===== config.mk =====
export PLATFORM = sky130hd
export DESIGN_NAME = uart_echo_buffer
export DESIGN_NICKNAME = d
export VERILOG_FILES = /design/src/rtl/uart_echo_buffer.sv
export SDC_FILE = /design/constraint.sdc
export NUM_CORES = 1
export LEC_CHECK = 0
export BUFFER_PORTS_ARGS = -buffer_cell sky130_fd_sc_hd__buf_2
export CAP_MARGIN = 10
export CORE_AREA = 2 2 134 162
export CTS_CLUSTER_SIZE = 24
export DETAILED_ROUTE_END_ITERATION = 10
export DIE_AREA = 0 0 136 164
export GPL_ROUTABILITY_DRIVEN = 0
export GPL_TIMING_DRIVEN = 1
export HOLD_SLACK_MARGIN = 0.15
export PLACE_DENSITY_LB_ADDON = 0.3
export SLEW_MARGIN = 20
export SYNTH_ARGS = -nofsm -noshare
export SYNTH_HDL_FRONTEND = slang
export SYNTH_SLANG_ARGS = --single-unit

===== constraint.sdc =====
create_clock -name clk -period 7.1 [get_ports clk]
set_input_delay 0 -clock clk [delete_from_list [all_inputs] [get_ports clk]]
set_output_delay 0 -clock clk [all_outputs]
set_load 0.005 [all_outputs]

===== src/rtl/uart_echo_buffer.sv =====
// uart_echo_buffer
//   Sits between the UART receiver and transmitter. Each rising edge of
//   rx_ready captures rx_data_in into a DEPTH x 8 FIFO. A transmit FSM then
//   replays the queued bytes using a one-cycle tx_start pulse and follows
//   tx_busy, with a timeout in case the transmitter never reports busy.
//
//   Parameters:
//     DEPTH        FIFO entries (power of two, >= 2)
//     BUSY_TIMEOUT cycles spent waiting for tx_busy to rise before the byte
//                  counts as sent
//
//   Ports:
//     clk, rst_n     system clock, asynchronous active-low reset
//     rx_ready       receiver byte-valid level (rising edge used)
//     rx_data_in     received byte
//     parity_error   receiver parity flag, qualified with rx_ready
//     tx_busy        transmitter busy
//     tx_start       one-cycle transmit request (registered)
//     tx_data_out    byte to transmit (registered)
//     fifo_count     FIFO occupancy 0..DEPTH
//     overflow       sticky: byte dropped, FIFO full
//     rx_err         sticky: byte dropped, parity error
//
//   Build option:
//     UART_ECHO_CRLF_EN  when defined, a transmitted 0x0D is followed by an
//                        inserted 0x0A using the same handshake.

module uart_echo_buffer #(
  parameter int DEPTH        = 16,
  parameter int BUSY_TIMEOUT = 15
) (
  input  logic                       clk,
  input  logic                       rst_n,
  input  logic                       rx_ready,
  input  logic [7:0]                 rx_data_in,
  input  logic                       parity_error,
  input  logic                       tx_busy,
  output logic                       tx_start,
  output logic [7:0]                 tx_data_out,
  output logic [$clog2(DEPTH):0]     fifo_count,
  output logic                       overflow,
  output logic                       rx_err
);

  localparam int AW = $clog2(DEPTH);
  localparam int TW = $clog2(BUSY_TIMEOUT + 1);

  typedef enum logic [2:0] {
    S_IDLE,
    S_START,
    S_WAIT_BUSY,
    S_WAIT_DONE,
    S_NEXT
  } state_t;

  state_t          state, next_state;

  logic [7:0]      mem [DEPTH];
  logic [AW-1:0]   wr_ptr, rd_ptr;
  logic            rx_ready_q;
  logic            rx_rise;
  logic            full, empty;
  logic            push, pop, drop_full, drop_parity;
  logic            start_d, load_lf;
  logic            tmo_clr, tmo_inc;
  logic [TW-1:0]   tmo_cnt, tmo_cnt_plus;

  assign rx_rise      = rx_ready & ~rx_ready_q;
  assign full         = (fifo_count == (AW+1)'(DEPTH));
  assign empty        = (fifo_count == '0);
  assign tmo_cnt_plus = tmo_cnt + 1'b1;

  // A push into a full FIFO is still accepted when the FSM pops that cycle.
  assign drop_parity = rx_rise & parity_error;
  assign push        = rx_rise & ~parity_error & (~full | pop);
  assign drop_full   = rx_rise & ~parity_error & full & ~pop;

  // ---------------------------------------------------------------------
  // Transmit FSM: next-state and control
  // ---------------------------------------------------------------------
  always_comb begin
    next_state = state;
    pop        = 1'b0;
    start_d    = 1'b0;
    load_lf    = 1'b0;
    tmo_clr    = 1'b0;
    tmo_inc    = 1'b0;
    case (state)
      S_IDLE: begin
        if (!empty && !tx_busy) begin
          pop        = 1'b1;
          start_d    = 1'b1;
          next_state = S_START;
        end
      end
      S_START: begin
        tmo_clr    = 1'b1;
        next_state = S_WAIT_BUSY;
      end
      S_WAIT_BUSY: begin
        if (tx_busy) begin
          next_state = S_WAIT_DONE;
        end else begin
          tmo_inc = 1'b1;
          if (tmo_cnt_plus == TW'(BUSY_TIMEOUT)) begin
            next_state = S_NEXT;
          end
        end
      end
      S_WAIT_DONE: begin
        if (!tx_busy) begin
          next_state = S_NEXT;
        end
      end
      S_NEXT: begin
`ifdef UART_ECHO_CRLF_EN
        // tx_data_out still holds the byte just completed.
        if (tx_data_out == 8'h0D) begin
          load_lf    = 1'b1;
          start_d    = 1'b1;
          next_state = S_START;
        end else begin
          next_state = S_IDLE;
        end
`else
        next_state = S_IDLE;
`endif
      end
      default: next_state = S_IDLE;
    endcase
  end

  always_ff @(posedge clk or negedge rst_n) begin
    if (!rst_n) begin
      state <= S_IDLE;
    end else begin
      state <= next_state;
    end
  end

  // ---------------------------------------------------------------------
  // Registered outputs, timeout counter, capture edge detect
  // ---------------------------------------------------------------------
  always_ff @(posedge clk or negedge rst_n) begin
    if (!rst_n) begin
      tx_start    <= 1'b0;
      tx_data_out <= '0;
      tmo_cnt     <= '0;
      rx_ready_q  <= 1'b0;
      overflow    <= 1'b0;
      rx_err      <= 1'b0;
    end else begin
      tx_start   <= start_d;
      rx_ready_q <= rx_ready;
      if (pop) begin
        tx_data_out <= mem[rd_ptr];
      end else if (load_lf) begin
        tx_data_out <= 8'h0A;
      end
      if (tmo_clr) begin
        tmo_cnt <= '0;
      end else if (tmo_inc) begin
        tmo_cnt <= tmo_cnt_plus;
      end
      if (drop_full) begin
        overflow <= 1'b1;
      end
      if (drop_parity) begin
        rx_err <= 1'b1;
      end
    end
  end

  // ---------------------------------------------------------------------
  // FIFO pointers and occupancy
  // ---------------------------------------------------------------------
  always_ff @(posedge clk or negedge rst_n) begin
    if (!rst_n) begin
      wr_ptr     <= '0;
      rd_ptr     <= '0;
      fifo_count <= '0;
    end else begin
      if (push) begin
        wr_ptr <= wr_ptr + 1'b1;
      end
      if (pop) begin
        rd_ptr <= rd_ptr + 1'b1;
      end
      case ({push, pop})
        2'b10:   fifo_count <= fifo_count + 1'b1;
        2'b01:   fifo_count <= fifo_count - 1'b1;
        default: fifo_count <= fifo_count;
      endcase
    end
  end

  // Storage needs no reset; entries are only read after being written.
  always_ff @(posedge clk) begin
    if (push) begin
      mem[wr_ptr] <= rx_data_in;
    end
  end

endmodule

==> results.yml <==
yosys:
  synth_area_leaders: "edfxtp_1, dfrtp_1, mux4_2, mux2i_1, ha_1"
  ys_ff_latch: 160
  synth_top_cell_by_area: "edfxtp_1"
  yosysWarnings: 0
  synth_top_area_share_pct: 58.7
  syn-cell-area_um2: 6550
  synth_cells: 368
  yosysSeqAreaShare_pct: 71.0
  syn_area_per_cell_um2: 17.8
  syn-num-nets: 390
  ys_types: 50
detailed_routing:
  via_per_inst: 4.83
  drt_iter0_markers: 212
  drtPass1Iterations: 4
  ant_nets: 0
  routed_wl_mm: 13.2
  drcViolationCount: 0
  dr_total_vias: 3367
  avgRoutedWirePerCell_um: 19.0
sta:
  final.setup.tns_ns: 0
  fin_crit_ns: 3.07
  worst_slew_pin_slew_ns: 1.12
  slew_viol_final: 0
  fin_crit_sh_pct: 43.2
  setup_slack_ns: 4.03
  slew_headroom_pct: 25.6
  setup_violations: 0
  rsz0062_at_grt: "false"
  final_hold_viol_count: 0
  fin_skew_ns: 0.0108
  fmaxAchievable_ghz: 0.326
layout:
  area_growth_syn_to_layout_pct: 18.8
  nFillCells: 1941
  final_util_pct: 37.5
  design_area_um2: 7780
  final_nets: 436
  diodes: 0
  drive_gt1_share_pct: 25.1
cts:
  htree_levels: 4
  clock_path_buffers: 2
  cts_tree: "done"
  post_cts_buffers: 0
  path_clk_slew_ns: 0.07
  cts_buffers: 17
  clock_latency_ns: 0.42
  clock-root-buffer: "clkbuf_16"
  cts.sinks: 160
  cts_resized: 0
place:
  io_buffers: 28
  dp_slack_ns: 4.10
  dp_hpwl_mm: 8.33
  postPlaceCellArea_um2: 6990
worst_setup_path:
  setup.worst_path.start_class: "flip-flop"
  startpoint: "fifo_count[1]$_DFFE_PN0P_"
  r2r_setup_slack_ns: 4.03
  cp_cell_sequence: "or4_4 > o21ai_2 > nor2_2 > xor2_1 > ha_1 > o31ai_1 > nand3_1 > or3_1 > o211ai_1"
  r2r_cells: 9
  worstPathMaxFanout: 14
  worstSetupEndpointType: "flip-flop"
  r2r_end: "fifo_count[4]$_DFFE_PN0P_"
  worstPathArrival_ns: 3.41
  cpMaxStageDelayCell: "or4_4"
  worstSetupPathType: "flip-flop to flip-flop"
  r2r-start: "fifo_count[1]$_DFFE_PN0P_"
  critPathBufInv: 0
  crit_required_ns: 7.44
  max_stage_delay_ns: 0.59
  worst_path_dominant_cell_family: "simple AND/OR/NAND/NOR gates"
floorplanning:
  die_area_um2: 22300
  die_h_um: 164
  start_util_pct: 31.5
  core_area_um2: 20800
  num_io_pins: 29
  die_w_um: 136
  rows: 58
global_routing:
  antenna_found_initial: 0
  grt_first_pass_wirelength_mm: 20.8
  grt_max_degree: 36
  grt_pass1_vias: 3601
  grt_use_total_pct: 12.9
  grt_overflow: 0
run_status:
  status: "finished, final reports clean"
power:
  pwr_density_cell_nw_per_um2: 381
  ir_worst_vdd_mv: 0.171
  p_leak_uw: 0.00266
  fin_total_pwr_uw: 2960
hold_path:
  hp-class: "input pin to async pin"
run:
  max_cap_viol_count: 0
-- area by class of cell --
cell class              count  area (um2)  area share, %
multi-input cells         182        1810           23.3
clock buffers              17         425           5.47
inverters                  11        41.3          0.531
clock inverters            15         239           3.07
flip-flops and latches    160        4650           59.7
well taps                 270         338           4.34
repair buffers             42         275           3.54
-- power breakdown --
group	leakage, uW	internal (uW)	switching (uW)
Combinational	0.000794	346	354
Clock	0.000320	657	365
Sequential	0.00155	1110	133
Total	0.00266	2110	853
-- placed cells by master (no fill, tap or decap), types with 9 or more instances in the layout --
master,netlist,layout
buf_2,7,28
clkbuf_16,0,17
dfrtp_1,32,31
dlygate4sd3_1,0,12
edfxtp_1,128,128
ha_1,9,9
inv_1,11,11
mux2i_1,16,16
mux4_2,32,32
nand2_1,22,22
nor2_1,15,15
o21ai_0,12,12
-- stage by stage --
step / hold slack (ns) / std cells
2_1_floorplan: -0.296 / 368
3_3_place_gp: 0.101 / 653
3_5_place_dp: 0.118 / 653
4_1_cts: 0.192 / 697
5_1_grt: 0.262 / 697
6_report: 0.180 / 697
-- cell families after synthesis --
group / count (synthesis) / synth area share (%)
DFF: 160 / 71.0
and+or+nand+nor: 75 / 6.29
muxes: 50 / 13.8
AOI/OAI and AO/OA: 37 / 4.11
buffers and inverters: 26 / 1.64
xor gates and xnor gates: 11 / 1.47
adders and majority gates: 9 / 1.72
-- state kept, by name, indices dropped and copies added, names as in the netlist --
name and flops:
rx_err 1, rd_ptr 4, mem 128, rx_ready_q 1, tmo_cnt 4, tx_start 1
state 3, wr_ptr 4, overflow 1, fifo_count 5, tx_data_out 8
-- per-layer routing --
layer  share of wire [%]  up-vias  GRT usage [%]
met5                   0        -              0
met1                  42     1752           15.1
met3                 2.9       21           3.43
met2                  54       65           22.8
met4                 1.7        0           4.26
li1                    -     1529              -
-- what timing repair did --
item | in CTS | in global routing
hold buffers | 12 | 0
endpoints found under the hold margin | 175 | 0
setup endpoints to repair | 0 | 0
-- Yosys cell counts, drive strengths merged --
library cell	count
ha	9
nor3	7
a21o	1
a41o	1
o21ai	13
or2	1
nor2b	1
o21a	2
nor4	2
a22o	1
nor2	17
mux2i	16
nand4	2
or3	2
edfxtp	128
a31oi	2
dfrtp	32
nand3b	2
xnor2	8
nor3b	2
o221ai	8
a21oi	4
or4	2
clkbuf	7
and3	1
mux4	32
or3b	1
nand2b	3
nand3	1
nand4b	1
buf	8
a31o	1
o31ai	1
a311oi	1
inv	11
o211ai	1
xor2	3
mux2	2
nand2	22
and2	8
a32oi	1
-- how the worst max path moves through the flow --
stage | end | cells past startpoint
after floorplan | mem[4][0]$_DFFE_PP_ | 5
after global placement | mem[5][0]$_DFFE_PP_ | 4
after detailed placement | fifo_count[4]$_DFFE_PN0P_ | 9
after CTS | fifo_count[4]$_DFFE_PN0P_ | 9
after global routing | fifo_count[4]$_DFFE_PN0P_ | 9
final | fifo_count[4]$_DFFE_PN0P_ | 9
Note: power is estimated with default switching activity, not from simulation.
